$ cat src/rtl/switch_event_pkg.sv
// Shared definitions for the switch event scheduler: event codes,
// channel state encoding and a counter-width helper.
package switch_event_pkg;

    localparam logic [1:0] EV_CLICK        = 2'd0;
    localparam logic [1:0] EV_DOUBLE       = 2'd1;
    localparam logic [1:0] EV_LONG         = 2'd2;
    localparam logic [1:0] EV_LONG_RELEASE = 2'd3;

    typedef enum logic [2:0] {
        ST_IDLE           = 3'd0,
        ST_PRESSED        = 3'd1,
        ST_WAIT_SECOND    = 3'd2,
        ST_SECOND_PRESSED = 3'd3,
        ST_LONG_HELD      = 3'd4
    } chan_state_t;

    // Bits needed to hold a count up to max_val
    function automatic int cnt_width(input int max_val);
        return (max_val < 1) ? 1 : $clog2(max_val + 1);
    endfunction

endpackage

$ cat src/rtl/switch_event_fsm.sv
// One switch channel: edge detect, click/double/long classifier FSM,
// saturating run counter and a one-deep pending event latch.
// The sample that causes a transition counts as the first qualifying
// sample, so LONG fires on the LONG_CYC-th high sample including the
// rising one (thresholds below are therefore CYC-2 in counter terms).
// Both cycle constants are expected to be at least 2.
module switch_event_fsm
    import switch_event_pkg::*;
#(
    parameter int LONG_CYC   = 20,
    parameter int DOUBLE_CYC = 10
) (
    input  logic       i_Clk,
    input  logic       i_Rst,
    input  logic       i_Switch,
    input  logic       i_Grant,
    output logic       o_Pending,
    output logic [1:0] o_Code,
    output logic       o_Drop,
    output logic       o_Held
);

    localparam int MAX_CYC = (LONG_CYC > DOUBLE_CYC) ? LONG_CYC : DOUBLE_CYC;
    localparam int CW      = cnt_width(MAX_CYC);
    localparam logic [CW-1:0] LONG_LAST   = CW'((LONG_CYC   >= 2) ? LONG_CYC   - 2 : 0);
    localparam logic [CW-1:0] DOUBLE_LAST = CW'((DOUBLE_CYC >= 2) ? DOUBLE_CYC - 2 : 0);

    logic          r_Prev;
    chan_state_t   r_State;
    chan_state_t   w_State_Next;
    logic [CW-1:0] r_Cnt;
    logic [CW-1:0] w_Cnt_Next;
    logic [CW-1:0] w_Cnt_Inc;
    logic          w_Rise;
    logic          w_Fall;
    logic          w_Emit;
    logic [1:0]    w_Emit_Code;
    logic          r_Pending;
    logic [1:0]    r_Code;
    logic          r_Drop;

    assign w_Rise    = i_Switch & ~r_Prev;
    assign w_Fall    = ~i_Switch & r_Prev;
    assign w_Cnt_Inc = (&r_Cnt) ? r_Cnt : r_Cnt + 1'b1;

    // Next-state, counter and event emission for the classifier
    always_comb begin
        w_State_Next = r_State;
        w_Cnt_Next   = r_Cnt;
        w_Emit       = 1'b0;
        w_Emit_Code  = EV_CLICK;
        case (r_State)
            ST_IDLE: begin
                if (w_Rise) begin
                    w_State_Next = ST_PRESSED;
                    w_Cnt_Next   = '0;
                end
            end
            ST_PRESSED, ST_SECOND_PRESSED: begin
                if (w_Fall) begin
                    w_Cnt_Next = '0;
                    if (r_State == ST_SECOND_PRESSED) begin
                        w_State_Next = ST_IDLE;
                        w_Emit       = 1'b1;
                        w_Emit_Code  = EV_DOUBLE;
                    end else begin
                        w_State_Next = ST_WAIT_SECOND;
                    end
                end else if (i_Switch) begin
                    if (r_Cnt >= LONG_LAST) begin
                        w_State_Next = ST_LONG_HELD;
                        w_Cnt_Next   = '0;
                        w_Emit       = 1'b1;
                        w_Emit_Code  = EV_LONG;
                    end else begin
                        w_Cnt_Next = w_Cnt_Inc;
                    end
                end
            end
            ST_LONG_HELD: begin
                if (w_Fall) begin
                    w_State_Next = ST_IDLE;
                    w_Emit       = 1'b1;
                    w_Emit_Code  = EV_LONG_RELEASE;
                end
            end
            ST_WAIT_SECOND: begin
                if (w_Rise) begin
                    w_State_Next = ST_SECOND_PRESSED;
                    w_Cnt_Next   = '0;
                end else if (!i_Switch) begin
                    if (r_Cnt >= DOUBLE_LAST) begin
                        w_State_Next = ST_IDLE;
                        w_Cnt_Next   = '0;
                        w_Emit       = 1'b1;
                        w_Emit_Code  = EV_CLICK;
                    end else begin
                        w_Cnt_Next = w_Cnt_Inc;
                    end
                end
            end
            default: begin
                w_State_Next = ST_IDLE;
                w_Cnt_Next   = '0;
            end
        endcase
    end

    // State, counter and previous-level registers
    always_ff @(posedge i_Clk or posedge i_Rst) begin
        if (i_Rst) begin
            r_State <= ST_IDLE;
            r_Cnt   <= '0;
            r_Prev  <= 1'b0;
        end else begin
            r_State <= w_State_Next;
            r_Cnt   <= w_Cnt_Next;
            r_Prev  <= i_Switch;
        end
    end

    // Pending latch: a grant on the same edge frees room for a new event
    always_ff @(posedge i_Clk or posedge i_Rst) begin
        if (i_Rst) begin
            r_Pending <= 1'b0;
            r_Code    <= EV_CLICK;
            r_Drop    <= 1'b0;
        end else begin
            r_Drop <= 1'b0;
            if (w_Emit) begin
                if (r_Pending && !i_Grant) begin
                    r_Drop <= 1'b1;
                end else begin
                    r_Pending <= 1'b1;
                    r_Code    <= w_Emit_Code;
                end
            end else if (i_Grant) begin
                r_Pending <= 1'b0;
            end
        end
    end

    assign o_Pending = r_Pending;
    assign o_Code    = r_Code;
    assign o_Drop    = r_Drop;
    assign o_Held    = (r_State == ST_PRESSED) || (r_State == ST_SECOND_PRESSED) ||
                       (r_State == ST_LONG_HELD);

endmodule

$ cat src/rtl/switch_event_scheduler.sv
// Top level: one classifier per switch, a round-robin arbiter over the
// pending latches and a single valid/ready output register.
module switch_event_scheduler
    import switch_event_pkg::*;
#(
    parameter int NUM_SW    = 4,
    parameter int CLK_HZ    = 25_000_000,
    parameter int LONG_MS   = 1000,
    parameter int DOUBLE_MS = 300,
    localparam int SW_W     = (NUM_SW > 1) ? $clog2(NUM_SW) : 1
) (
    input  logic              i_Clk,
    input  logic              i_Rst,
    input  logic [NUM_SW-1:0] i_Switch,
    output logic              o_Event_Valid,
    input  logic              i_Event_Ready,
    output logic [SW_W-1:0]   o_Event_Sw,
    output logic [1:0]        o_Event_Code,
    output logic [NUM_SW-1:0] o_Drop,
    output logic [NUM_SW-1:0] o_Held
);

    localparam int LONG_CYC   = CLK_HZ / 1000 * LONG_MS;
    localparam int DOUBLE_CYC = CLK_HZ / 1000 * DOUBLE_MS;

    logic [NUM_SW-1:0] w_Pending;
    logic [1:0]        w_Code [NUM_SW];
    logic [NUM_SW-1:0] w_Grant;
    logic              w_Load;
    logic              w_Found;
    logic [SW_W-1:0]   w_Grant_Idx;
    logic [SW_W-1:0]   w_Ptr_Next;
    logic [SW_W-1:0]   r_Ptr;
    logic              r_Valid;
    logic [SW_W-1:0]   r_Sw;
    logic [1:0]        r_Code;

    for (genvar gi = 0; gi < NUM_SW; gi++) begin : g_chan
        switch_event_fsm #(
            .LONG_CYC   (LONG_CYC),
            .DOUBLE_CYC (DOUBLE_CYC)
        ) u_fsm (
            .i_Clk     (i_Clk),
            .i_Rst     (i_Rst),
            .i_Switch  (i_Switch[gi]),
            .i_Grant   (w_Grant[gi]),
            .o_Pending (w_Pending[gi]),
            .o_Code    (w_Code[gi]),
            .o_Drop    (o_Drop[gi]),
            .o_Held    (o_Held[gi])
        );
    end

    // Output register is free when empty or being consumed this edge
    assign w_Load = !r_Valid || i_Event_Ready;

    // Cyclic search for the first pending channel at or after the pointer
    always_comb begin
        logic [SW_W-1:0] v_Idx;
        w_Found     = 1'b0;
        w_Grant_Idx = '0;
        v_Idx       = '0;
        for (int k = 0; k < NUM_SW; k++) begin
            v_Idx = SW_W'((int'(r_Ptr) + k) % NUM_SW);
            if (!w_Found && w_Pending[v_Idx]) begin
                w_Found     = 1'b1;
                w_Grant_Idx = v_Idx;
            end
        end
    end

    assign w_Grant    = (w_Load && w_Found) ? (NUM_SW'(1) << w_Grant_Idx) : '0;
    assign w_Ptr_Next = (w_Grant_Idx == SW_W'(NUM_SW - 1)) ? '0 : w_Grant_Idx + 1'b1;

    // Output register and round-robin pointer; held while stalled
    always_ff @(posedge i_Clk or posedge i_Rst) begin
        if (i_Rst) begin
            r_Valid <= 1'b0;
            r_Sw    <= '0;
            r_Code  <= EV_CLICK;
            r_Ptr   <= '0;
        end else if (w_Load) begin
            if (w_Found) begin
                r_Valid <= 1'b1;
                r_Sw    <= w_Grant_Idx;
                r_Code  <= w_Code[w_Grant_Idx];
                r_Ptr   <= w_Ptr_Next;
            end else begin
                r_Valid <= 1'b0;
            end
        end
    end

    assign o_Event_Valid = r_Valid;
    assign o_Event_Sw    = r_Sw;
    assign o_Event_Code  = r_Code;

endmodule
$ cat config.mk
export PLATFORM = sky130hd
export DESIGN_NAME = switch_event_scheduler
export DESIGN_NICKNAME = d
export VERILOG_FILES = /design/src/rtl/switch_event_pkg.sv /design/src/rtl/switch_event_fsm.sv /design/src/rtl/switch_event_scheduler.sv
export SDC_FILE = /design/constraint.sdc
export NUM_CORES = 1
export LEC_CHECK = 0
export BUFFER_PORTS_ARGS = -buffer_cell sky130_fd_sc_hd__clkbuf_2
export CAP_MARGIN = 10
export CORE_MARGIN = 5
export CORE_UTILIZATION = 65
export CTS_BUF_LIST = sky130_fd_sc_hd__clkbuf_4 sky130_fd_sc_hd__clkbuf_8
export CTS_CLUSTER_DIAMETER = 60
export DETAILED_ROUTE_END_ITERATION = 6
export GPL_ROUTABILITY_DRIVEN = 0
export PLACE_DENSITY = 0.82
export REMOVE_ABC_BUFFERS = 1
export SLEW_MARGIN = 20
export SYNTH_ARGS = -nofsm -noshare
export SYNTH_HDL_FRONTEND = slang
export SYNTH_SLANG_ARGS = --single-unit
$ cat constraint.sdc
create_clock -name i_Clk -period 7.75 [get_ports i_Clk]
set_input_delay 0 -clock i_Clk [delete_from_list [all_inputs] [get_ports i_Clk]]
set_output_delay 0 -clock i_Clk [all_outputs]
set_load 0.03 [all_outputs]
# Yosys cells after proc, flatten, opt, wreduce, memory -nomap -nowiden
# Index checks and enable logic that the tools add are counted.
[totals] reg_bits=139 input_bits=7 output_inout_bits=13 elab_cells=356
[classes] add_sub_neg=8 n_lt_le_gt_ge=13 n_eq_ne=45 shift=1 n_mux=178 bitwise=25 n_reduce_logical=58
[ops] operator="25-bit two-way mux" n=32
[ops] operator="25-bit case mux with 4 select lines" n=4
[ops] operator="25-bit by 1-bit adder with 25-bit output (second input constant)" n=4
[ops] operator="25-bit by 23-bit greater-or-equal comparator with 1-bit output (second input constant)" n=4
[ops] operator="25-bit greater-or-equal comparator (second input constant)" n=4
[ops] operator="25-bit AND reduction" n=4
[ops] operator="3-bit two-way mux" n=32
[ops] operator="1-bit two-way mux" n=65
[ops] operator="2-bit two-way mux" n=27
[ops] operator="3-bit case mux with 4 select lines" n=4
[ops] operator="3-bit by 2-bit == test with 1-bit output (second input constant)" n=8
[ops] operator="3-bit by 1-bit != test with 1-bit output (second input constant)" n=8
[ops] operator="3-bit by 2-bit != test with 1-bit output (second input constant)" n=8
[ops] operator="6-bit AND reduction" n=4
[ops] operator="2-bit AND reduction" n=9
[ops] operator="2-bit by 1-bit != test with 1-bit output (second input constant)" n=8
[ops] operator="1-bit NOT" n=16
[ops] operator="2-bit case mux with 2 select lines" n=4
[ops] operator="4-bit AND reduction" n=4
[ops] operator="3-bit by 1-bit == test with 1-bit output (second input constant)" n=4
[ops] operator="3-bit == test (second input constant)" n=4
[ops] operator="3-bit logical NOT" n=4
[ops] operator="2-bit by 3-bit < comparator with 1-bit output (second input constant)" n=4
[ops] operator="1-bit case mux with 3 select lines" n=4
[ops] operator="other kinds (16)" n=59

# Depth between registers and ports, before layout
# Gate-level depths: netlist of the first run.
[logic_depth] depth_word=18 mapped_depth=10 depth_no_buf=10

# By module
# Synthesis of the first run repeated with hierarchy kept, for this count alone.
[unflattened] cells_unflattened=964 area_unflattened_um2=8523.2
[by_module_without_submodules] mod="switch_event_fsm (g_chan[0].u_fsm ...)" n_inst=3 cells_each=217 area_each_um2=1974.4
[by_module_without_submodules] mod="switch_event_fsm (g_chan[3].u_fsm)" n_inst=1 cells_each=249 area_each_um2=2104.5
[by_module_without_submodules] mod="switch_event_scheduler" n_inst=1 cells_each=64 area_each_um2=495.5

# Worst setup path before layout of the first run
# OpenSTA, ideal clock, no wires.
[synth_path] path_type="reg2reg" startpoint="register g_chan[3].u_fsm.r_Cnt[1]" endpoint="register g_chan[3].u_fsm.r_Cnt[15]" setup_ns=0.118 arrival_ns=2.124 required_ns=7.632 setup_slack_ns=5.508 path_stages_with_launch=8 n_path_buf=0 synth_period_minus_slack_ns=2.242 path_cell_list="dfrtp_1 > ha_1 > nand4_1 > or4_1 > o211a_1 > and3b_1 > o2111a_1 > a21o_1"
[synth_via] elab_chain_cells=6 elab_cells_between_ends=12 classes_between="add/sub: 1; order compare: 2; mux: 8; reduce/logical: 1"
[synth_rtl] item="from (decl)" line="switch_event_fsm.sv:31" source="logic [CW-1:0] r_Cnt;"
[synth_rtl] item="from (signal assigned)" line="switch_event_fsm.sv:117" source="r_Cnt <= w_Cnt_Next;"
[synth_rtl] item="25-bit by 1-bit adder with 25-bit output / 25-bit AND reduction (equally long branches)" line="switch_event_fsm.sv:44" source="assign w_Cnt_Inc = (&r_Cnt) ? r_Cnt : r_Cnt + 1'b1;"
[synth_rtl] item="25-bit two-way mux" line="switch_event_fsm.sv:44"
[synth_rtl] item="25-bit two-way mux (on tied branches)" line="switch_event_fsm.sv:92, switch_event_fsm.sv:70"
[synth_rtl] item="25-bit two-way mux (on tied branches)" line="switch_event_fsm.sv:91, switch_event_fsm.sv:69"
[synth_rtl] item="25-bit two-way mux (on tied branches)" line="switch_event_fsm.sv:88, switch_event_fsm.sv:60"
[synth_rtl] item="25-bit case mux with 4 select lines *" line="switch_event_fsm.sv:52" source="case (r_State)"
# Mark *: on every way between the ends. The rest lies on a longest branch, timed or not. The select of a mux whose other input is x is not followed.
# A chain may end at the register's enable or synchronous reset.

# Worst setup path in the final report of the first run
[layout_path] startpoint="register g_chan[3].u_fsm.r_Cnt[1]" endpoint="register g_chan[3].u_fsm.r_Cnt[11]"
# Same word-level chain as after synthesis.

==> results of run 1 <==
## cell type report
type	count	area, um^2	area share
clock buffer	19	255.2	0.02717
multi-input combinational	783	4951	0.5270
clock inverter	12	172.7	0.01838
sequential	139	3478	0.3702
timing repair buffer	31	200.2	0.02131
inverter	30	117.6	0.01252
tap	176	220.2	0.02344
## power breakdown
part	internal (mW)	switching, mW
logic	0.249	0.427
clock network	0.359	0.280
registers	0.827	0.140
total	1.44	0.847
## cells by family (layout without fill, tap and decap cells)
group | count (synthesis) | in the layout
adder cells (fa/ha/maj) | 12 | 12
buffers and inverters | 95 | 92
XOR/XNOR | 65 | 65
multiplexers | 9 | 9
flip-flops | 139 | 139
AO/OA/AOI/OAI | 229 | 229
AND/OR/NAND/NOR | 468 | 468
## worst register-to-register path: stages, from the launching register on
cell and delay, ns:
dfrtp_1 0.47, ha_1 0.24, nand4_1 0.18, or4_1 0.63, nor2_1 0.58, nor3_1 0.16
and4_1 0.25, o21a_1 0.16
## placed cells by master, fill, tap and decap left out, drive strengths merged, types with 12 or more instances in the layout
cell    Yosys  final
o21ai      43     43
nor2       95     95
clkbuf     37     38
inv        30     30
and2       21     21
a31oi      12     12
nand4      43     43
nor3       29     29
xnor2      22     22
nand3      44     44
ha         12     12
xor2       43     43
dfrtp     139    139
and4       15     15
or3        16     16
nand2b     14     14
and3       32     32
nand2      96     96
nor2b      14     14
o211ai     17     17
nor4       14     14
a21oi      56     56
## registers in the layout, summed over array words and instances, names as in the netlist
register / count
g_chan.u_fsm.o_Code: 8
g_chan.u_fsm.o_Drop: 4
g_chan.u_fsm.o_Pending: 4
g_chan.u_fsm.r_Cnt: 100
g_chan.u_fsm.r_Prev: 4
g_chan.u_fsm.r_State: 12
o_Event_Code: 2
o_Event_Sw: 2
o_Event_Valid: 1
r_Ptr: 2
## metal layers
metal | vias to the layer above | GRT usage
met5 | - | 0
li1 | 3694 | -
met4 | 0 | 0.05552
met3 | 22 | 0.05549
met2 | 215 | 0.3929
met1 | 3596 | 0.3348
## how the worst min path moves through the flow
stage                            from                                    end  slack [ns]  depth (start not counted)
after floorplan           i_Switch[0]       g_chan[0].u_fsm.r_Prev$_DFF_PP0_        0.03                          0
after global placement          i_Rst   g_chan[3].u_fsm.r_Cnt[3]$_DFFE_PP0P_        0.10                          2
after detailed placement        i_Rst   g_chan[3].u_fsm.r_Cnt[3]$_DFFE_PP0P_        0.10                          2
after CTS                       i_Rst   g_chan[0].u_fsm.r_Cnt[0]$_DFFE_PP0P_        0.15                          3
after global routing            i_Rst  g_chan[0].u_fsm.r_Cnt[19]$_DFFE_PP0P_        0.22                          3
final                           i_Rst   g_chan[0].u_fsm.r_Cnt[0]$_DFFE_PP0P_        0.16                          3
## stage by stage
stage	power, mW	setup slack, ns	hold WS, ns	util	area [um^2]
2_1_floorplan	1.451	4.025	0.03143	-	8538
3_3_place_gp	1.625	5.086	0.1049	0.6700	8907
3_5_place_dp	1.647	5.007	0.1038	0.6700	8907
4_1_cts	2.295	4.967	0.1534	0.7067	9395
5_1_grt	2.435	4.726	0.2158	0.7067	9395
6_report	2.283	4.965	0.1566	0.7067	9395
==> results.ini, run 1 <==
[status]
outcome = finished clean

[finish]
finalNonFillerCells = 1190
diodes = 0
nets = 1021
layout-drive-gt1-share = 0.09073
fillers = 1029
syn_to_final_growth_pct = 6.044

[logic_synthesis]
yosysWarnings = 0
synth_xor_area_frac = 0.06426
synth_seq_area_share = 0.3926
ys.flop_type = dfrtp_1
synthAdderAreaFrac = 0.01695
ys_seq_elements = 139
syn_inst = 1017
synth_common_cells = dfrtp_1 (139), nand2_1 (96), nor2_1 (94)
syn_area_per_cell_um2 = 8.712
synth_area_um2 = 8860
synth_top_area_frac = 0.3926
synth_top_family_by_area = simple AND/OR/NAND/NOR gates
ys_top_cells_by_area = dfrtp_1 (39%), xor2_1 (4.3%), nand2_1 (4.1%)
synth_compound_area_frac = 0.1829
synth_enable_flop_cells = 0
yosys.area_share.simple = 0.2839
ys_types = 90
yosysMostFrequentCell = dfrtp_1
async_flop_share = 1.000
synth_top_area_cell = dfrtp_1
muxShareOfSynthArea = 0.01045

[worst_setup_path]
critPathRequiredTime_ns = 8.09
setup.worst_path.start = g_chan[3].u_fsm.r_Cnt[1]$_DFFE_PP0P_
critPathCapture = g_chan[3].u_fsm.r_Cnt[11]$_DFFE_PP0P_
cp_top_family = simple AND/OR/NAND/NOR gates
rrSetupSlack_ns = 4.97
path_depth = 7
r2r_end = g_chan[3].u_fsm.r_Cnt[11]$_DFFE_PP0P_
worstPathCellList = ha_1 -> nand4_1 -> or4_1 -> nor2_1 -> nor3_1 -> and4_1 -> o21a_1
r2r_cells = 7
worst_setup_path_end_kind = flip-flop
crit_path_start_kind = flip-flop
crit_type = flip-flop to flip-flop
reg2reg_from = g_chan[3].u_fsm.r_Cnt[1]$_DFFE_PP0P_
crit_buf_inv = 0
cpMaxStageDelayCell = or4_1
crit_fanout = 12
critPathMaxStageDelay_ns = 0.63
arrival_ns = 3.13

[die]
die_height_um = 126.8
io_pins = 20
dieWidth_um = 126.8
die_area_um2 = 16070
start_util = 0.6664
rows = 42
core_um2 = 13300

[clock_network]
cts_resized = 0
htreeDepth = 4
cts_setup_buffers = 0
cts_made_buffers = 17
clock_sinks = 139
clkLatencyLatePin_ns = 0.46
clockBufferDepth = 2
cts-root-buf = clkbuf_8
cts_hold_buf = 6
cts_tree = done
clkTransAtPathRegs_ns = 0.08

[drt]
wl_per_cell_um = 15.83
routed_wl_um = 18840
drt_iter0_drc = 590
top_layer_used = met4
drtPass1Iterations = 5
wl_met3_um = 885
antenna_left = 0
via_per_inst = 6.325
wl_met2_um = 8934
met1_length_um = 8785
drc_errors = 0
vias = 7527

[timing]
post-route-min-period_ns = 2.785
tightest_slew_ns = 0.9823
fin_worst_skew_ns = 0.01211
fmax_mhz = 359.1
slew_headroom = 0.3452
grt_setup_unrepaired = false
setup_tns_ns = 0
fin_crit_sh = 0.3593
setup_viol = 0
final_hold_viol_count = 0
drv_slew = 0

[placed_design]
portBuffers = 19
dp_cells = 1153
hpwl_um = 12770

[global_routing]
grt_antenna_before_repair = 0
grt_max_degree = 78
track_usage = 0.2426
grt_pass1_vias = 6936
grt_pass1_wl_um = 32770
grt-ovfl-total = 0

[power]
power_leakage_nw = 4.038
powerDensity_nw_per_um2 = 243.0
vdd_ir_drop_max_mv = 0.2000

[flow_run]
cap_viol_max_count = 0

[min_path]
worst_hold_path_type = primary input to asynchronous set/reset pin

No activity file was read; power rests on OpenSTA's default activity.
==> run 2, diff against run 1 <==
clock period = 2.6 ns   (was 7.75 ns; I/O delays follow)
==> results.ini, run 2 (synthesis results as in run 1) <==
[power]
switchingPower_mw = 2.543  ; +200%
total_power_mw = 7.025  ; +210%
power.internal_mw = 4.482  ; +210%
seqPwrFrac = 0.407  ; -0.017
switching_share = 0.3620  ; -0.009145
p_clk_frac = 0.279  ; about the same
power_leakage_nw = 4.218  ; +4.5%
pwr-share-comb = 0.314  ; +0.018
vdd_ir_drop_max_mv = 0.5632  ; +180%
powerDensity_nw_per_um2 = 725.3  ; +200%

[timing]
slew_headroom = 0.4898  ; +0.1446
drv_slew = 0  ; unchanged
final_hold_viol_count = 0  ; unchanged
fmax_mhz = 404.3  ; +13%
post-route-min-period_ns = 2.473  ; -0.3116 ns
fin_crit_sh = 0.9512  ; +0.5919
grt_setup_unrepaired = false
timing.final.ws_setup_ns = 0.1268  ; -4.838 ns
setup_viol = 0  ; unchanged
tightest_slew_ns = 0.7607  ; -0.2215 ns
fin_worst_skew_ns = 0.01444  ; +0.002336 ns

[placed_design]
dp_cells = 1180  ; +2.3%
portBuffers = 19  ; unchanged
hpwl_um = 13230  ; +3.6%
post-place-ws_ns = -0.06743  ; -5.075 ns

[finish]
fillers = 1008  ; -2.0%
largest_reg_flops = 100  ; unchanged
post-route-util = 0.7285  ; +0.02183
layout-drive-gt1-share = 0.1178  ; +0.02709
largest-register = g_chan.u_fsm.r_Cnt
final_common_cell = dfrtp_1
seqCellArea_um2 = 3480  ; about the same
nets = 1052  ; +3.0%
finalNonFillerCells = 1220  ; +2.5%
diodes = 0  ; unchanged
syn_to_final_growth_pct = 9.321
final_cell_mix = dfrtp_1 (138), nand2_1 (96), nor2_1 (94), a21oi_1 (53)
multiInputGateArea_um2 = 4961  ; +0.20%

[global_routing]
grt-ovfl-total = 0  ; unchanged
grt_pass1_vias = 7147  ; +3.0%
grt_antenna_before_repair = 0  ; unchanged
grt_max_degree = 64  ; -18%
grt_pass1_wl_um = 33490  ; +2.2%
track_usage = 0.2483  ; +0.005736

[worst_setup_path]
crit_fanout = 13  ; +1
crit_path_start_kind = flip-flop
critPathRequiredTime_ns = 2.95  ; -5.14 ns
crit_type = flip-flop to flip-flop
arrival_ns = 2.83  ; -0.30 ns
worst_setup_path_end_kind = flip-flop

[clock_network]
clockBufferDepth = 2  ; unchanged
clkTransAtPathRegs_ns = 0.08  ; about the same
cts_tree = done
clock_sinks = 139  ; unchanged
htreeDepth = 4  ; unchanged
cts_made_buffers = 17  ; unchanged
cts-root-buf = clkbuf_8
clkLatencyLatePin_ns = 0.46  ; about the same

[status]
outcome = finished clean

[die]
io_pins = 20  ; unchanged
die_area_um2 = 16070  ; unchanged
die_height_um = 126.8  ; unchanged
dieWidth_um = 126.8  ; unchanged
start_util = 0.6664  ; unchanged
rows = 42  ; unchanged
core_um2 = 13300  ; unchanged

[min_path]
worst_hold_path_type = primary input to asynchronous set/reset pin

[drt]
wl_per_cell_um = 15.98  ; +0.95%
antenna_left = 0  ; unchanged
drt_iter0_drc = 663  ; +12%
drtPass1Iterations = 6  ; +1
via_per_inst = 6.324  ; about the same
drc_errors = 0  ; unchanged
vias = 7715  ; +2.5%
routed_wl_um = 19500  ; +3.5%

[flow_run]
cap_viol_max_count = 0  ; unchanged

run 2: final timing paths:
path	depth (start not counted)	end	slack, ns	start
worst max-delay path	7	g_chan[2].u_fsm.r_Cnt[1]$_DFFE_PP0P_	0.13	g_chan[2].u_fsm.r_Cnt[9]$_DFFE_PP0P_
worst min-delay path	3	g_chan[3].u_fsm.r_Cnt[3]$_DFFE_PP0P_	0.15	i_Rst
worst max register to register	7	g_chan[2].u_fsm.r_Cnt[1]$_DFFE_PP0P_	0.13	g_chan[2].u_fsm.r_Cnt[9]$_DFFE_PP0P_
worst min register to register	1	g_chan[3].u_fsm.o_Code[0]$_DFFE_PP0P_	0.51	g_chan[3].u_fsm.o_Code[0]$_DFFE_PP0P_
max in group asynchronous	4	g_chan[1].u_fsm.r_Cnt[3]$_DFFE_PP0P_	1.74	i_Rst
min in group i_Clk	2	g_chan[0].u_fsm.r_Prev$_DFF_PP0_	0.34	i_Switch[0]
run 2: final cells by class:
cell class	count	area share
flip-flops and latches	139	0.3593
multi-input cells	783	0.5122
repair buffers	62	0.04857
clock buffers	23	0.03075
inverters	30	0.01214
clock inverters	7	0.01434
well taps	176	0.02274
run 2: metal layers:
| layer | vias up | share of wire | track usage |
|---|---|---|---|
| li1 | 3749 | - | - |
| met1 | 3739 | 0.46 | 0.3473 |
| met2 | 193 | 0.47 | 0.3870 |
| met3 | 34 | 0.044 | 0.05002 |
| met4 | 0 | 0.018 | 0.08707 |
| met5 | - | 0 | 0 |
run 2: worst max-delay path: stages (launching register included):
cell      delay (ns)
dfrtp_1         0.42
or3_1           0.43
a2111o_1        0.42
a211o_1         0.39
a21oi_2         0.21
o32ai_1         0.10
buf_4           0.20
a311oi_1        0.22
run 2: through the flow:
stage	cell area [um^2]	TNS [ns]	hold slack, ns
3_5_place_dp	9123	-0.06743	0.1117
2_1_floorplan	8538	-156.31	0.03143
6_report	9686	0	0.1459
3_3_place_gp	9123	0	0.1037
4_1_cts	9628	0	0.1765
5_1_grt	9686	0	0.2182
run 2: timing repair:
action | CTS | global route
resized for setup | 1 | 2
pin swaps | 0 | 2
cloned | 0 | 0
hold buffers | 6 | 0
endpoints found under the hold margin | 68 | 0
setup endpoints to repair | 1 | 10
setup buffers | 0 | 4
run 2: power groups by stage:
stage                     Combinational, mW  Clock, mW  Sequential, mW
after floorplan                        1.46          0            2.87
after global routing                   2.47       2.09            2.91
after global placement                 2.09          0            2.88
after detailed placement               2.15          0            2.89
after CTS                              2.18       1.98            2.85
final                                  2.21       1.96            2.86
==> run 3, diff against run 2 <==
CORE_UTILIZATION = 64   (was 65)
CTS_BUF_LIST = sky130_fd_sc_hd__clkbuf_16   (was sky130_fd_sc_hd__clkbuf_4 sky130_fd_sc_hd__clkbuf_8)
PLACE_DENSITY = 0.81   (was 0.82)
==> results.ini, run 3 (synthesis results as in run 1) <==
[status]
outcome = finished clean

[timing]
tightest_slew_ns = 0.7482  ; -0.01252 ns
fin_crit_sh = 0.9714  ; +0.02017
final_hold_viol_count = 0  ; unchanged
setup_tns_ns = 0  ; unchanged
hold-worst-slack_ns = 0.2385  ; +0.09257 ns
fmax_mhz = 395.9  ; -2.1%
grt_setup_unrepaired = false
post-route-min-period_ns = 2.526  ; +0.05243 ns
drv_slew = 0  ; unchanged
setup_viol = 0  ; unchanged
slew_headroom = 0.5012  ; +0.01141
fin_worst_skew_ns = 0.009041  ; -0.005400 ns

[drt]
wl_per_cell_um = 16.44  ; +2.9%
drt_iter0_drc = 692  ; +4.4%
vias = 7820  ; +1.4%
drc_errors = 0  ; unchanged
routed_wl_um = 20270  ; +4.0%
drtPass1Iterations = 5  ; -1
antenna_left = 0  ; unchanged
via_per_inst = 6.342  ; +0.29%

[finish]
nets = 1060  ; +0.76%
diodes = 0  ; unchanged
final_common_cell = dfrtp_1
fillers = 1044  ; +3.6%
final_cell_mix = dfrtp_1 (138), nand2_1 (96), nor2_1 (94), a21oi_1 (53)
syn_to_final_growth_pct = 11.55
layout-drive-gt1-share = 0.1206  ; +0.002792
largest_reg_flops = 100  ; unchanged
largest-register = g_chan.u_fsm.r_Cnt

[worst_setup_path]
worstPathCellList = or3_1 -> a2111o_1 -> a211o_1 -> a21oi_4 -> o21ai_2 -> o31ai_1
r2r_end = g_chan[2].u_fsm.r_Cnt[23]$_DFFE_PP0P_
r2r_cells = 6  ; -1
reg2reg_from = g_chan[2].u_fsm.r_Cnt[9]$_DFFE_PP0P_
crit_type = flip-flop to flip-flop
setup.worst_path.start = g_chan[2].u_fsm.r_Cnt[9]$_DFFE_PP0P_
arrival_ns = 2.84  ; about the same
cpMaxStageDelayCell = or3_1
crit_buf_inv = 0  ; -1
cp_top_family = compound AO/OA/AOI/OAI gates
critPathRequiredTime_ns = 2.91  ; -0.04 ns
path_depth = 6  ; -1
critPathMaxStageDelay_ns = 0.42  ; about the same
rrSetupSlack_ns = 0.07  ; -0.05 ns
crit_fanout = 10  ; -3
worst_setup_path_end_kind = flip-flop
critPathCapture = g_chan[2].u_fsm.r_Cnt[23]$_DFFE_PP0P_
crit_path_start_kind = flip-flop

[die]
dieWidth_um = 127.7  ; +0.71%
die_height_um = 127.7  ; +0.71%
die_area_um2 = 16300  ; +1.4%
io_pins = 20  ; unchanged
core_um2 = 13720  ; +3.2%
rows = 43  ; +2.4%
start_util = 0.6458  ; -0.02060

[global_routing]
grt_pass1_wl_um = 34700  ; +3.6%
track_usage = 0.2571  ; +0.008724
grt_max_degree = 84  ; +31%
grt_antenna_before_repair = 0  ; unchanged
grt_pass1_vias = 7373  ; +3.2%
grt-ovfl-total = 0  ; unchanged

[clock_network]
clock_sinks = 139  ; unchanged
htreeDepth = 4  ; unchanged
clockBufferDepth = 2  ; unchanged
cts-root-buf = clkbuf_16
clkTransAtPathRegs_ns = 0.06  ; -0.02 ns
clkLatencyLatePin_ns = 0.43  ; -0.03 ns
cts_tree = done
cts_made_buffers = 17  ; unchanged

[flow_run]
cap_viol_max_count = 0  ; unchanged

[power]
powerDensity_nw_per_um2 = 760.6  ; +4.9%
vdd_ir_drop_max_mv = 0.6021  ; +6.9%
power_leakage_nw = 4.317  ; +2.3%
total_power_mw = 7.517  ; +7.0%

[min_path]
worst_hold_path_type = primary input to asynchronous set/reset pin

[placed_design]
portBuffers = 19  ; unchanged
hpwl_um = 13760  ; +3.9%

[run 3: worst min-delay path by stage]
| stage | from | endpoint | slack [ns] | depth (start not counted) |
|---|---|---|---|---|
| after floorplan | i_Switch[0] | g_chan[0].u_fsm.r_Prev$_DFF_PP0_ | 0.03 | 0 |
| after global placement | i_Rst | g_chan[3].u_fsm.r_Cnt[2]$_DFFE_PP0P_ | 0.18 | 2 |
| after detailed placement | i_Rst | g_chan[3].u_fsm.r_Cnt[3]$_DFFE_PP0P_ | 0.19 | 2 |
| after CTS | i_Rst | g_chan[3].u_fsm.r_Cnt[14]$_DFFE_PP0P_ | 0.29 | 3 |
| after global routing | i_Rst | g_chan[3].u_fsm.r_Cnt[3]$_DFFE_PP0P_ | 0.36 | 3 |
| final | i_Rst | g_chan[3].u_fsm.r_Cnt[3]$_DFFE_PP0P_ | 0.24 | 3 |
[run 3: per-layer routing]
| metal | track usage | share of wire | up-vias |
|---|---|---|---|
| met3 | 0.04833 | 0.049 | 36 |
| met1 | 0.3491 | 0.45 | 3797 |
| met2 | 0.4175 | 0.49 | 217 |
| met4 | 0.08801 | 0.018 | 0 |
| met5 | 0 | 0 | - |
| li1 | - | - | 3770 |
[run 3: what timing repair did]
| item | CTS | global route |
|---|---|---|
| pin swaps | 0 | 1 |
| buffers inserted | 0 | 3 |
| resized for setup | 1 | 5 |
| endpoints found under the hold margin | 84 | 0 |
| hold buffers | 6 | 0 |
| endpoints found under the setup margin | 11 | 32 |
| gates cloned | 0 | 0 |
[run 3: area by class of cell]
type                       count  area, um^2  share of cell area
timing repair buffer          70       518.0             0.05241
clock inverter                14       138.9             0.01405
inverter                      30       117.6             0.01190
tap                          180       225.2             0.02279
sequential                   139        3480              0.3521
clock buffer                  17       425.4             0.04304
multi-input combinational    783        4979              0.5037
[run 3: worst min-delay path: stages]
cell           delay [ns]
dlygate4sd3_1        0.53
clkbuf_2             0.13
inv_6                0.51
[run 3: power by group]
part           leakage, nW  internal, mW  switching (mW)
Sequential            1.86          2.47           0.396
Combinational         2.17         0.890            1.39
Clock                0.286          1.47           0.897
[run 3: metrics by stage]
step / instance area [um^2] / cells / worst slack, ns / util
5_1_grt: 9883 / 1233 / 0.002886 / 0.7204
4_1_cts: 9828 / 1230 / 0.05996 / 0.7164
3_5_place_dp: 9195 / 1193 / -0.02206 / 0.6702
6_report: 9883 / 1233 / 0.07438 / 0.7204
3_3_place_gp: 9195 / 1193 / 0.04533 / 0.6702
2_1_floorplan: 8538 / 952 / -1.125 / -
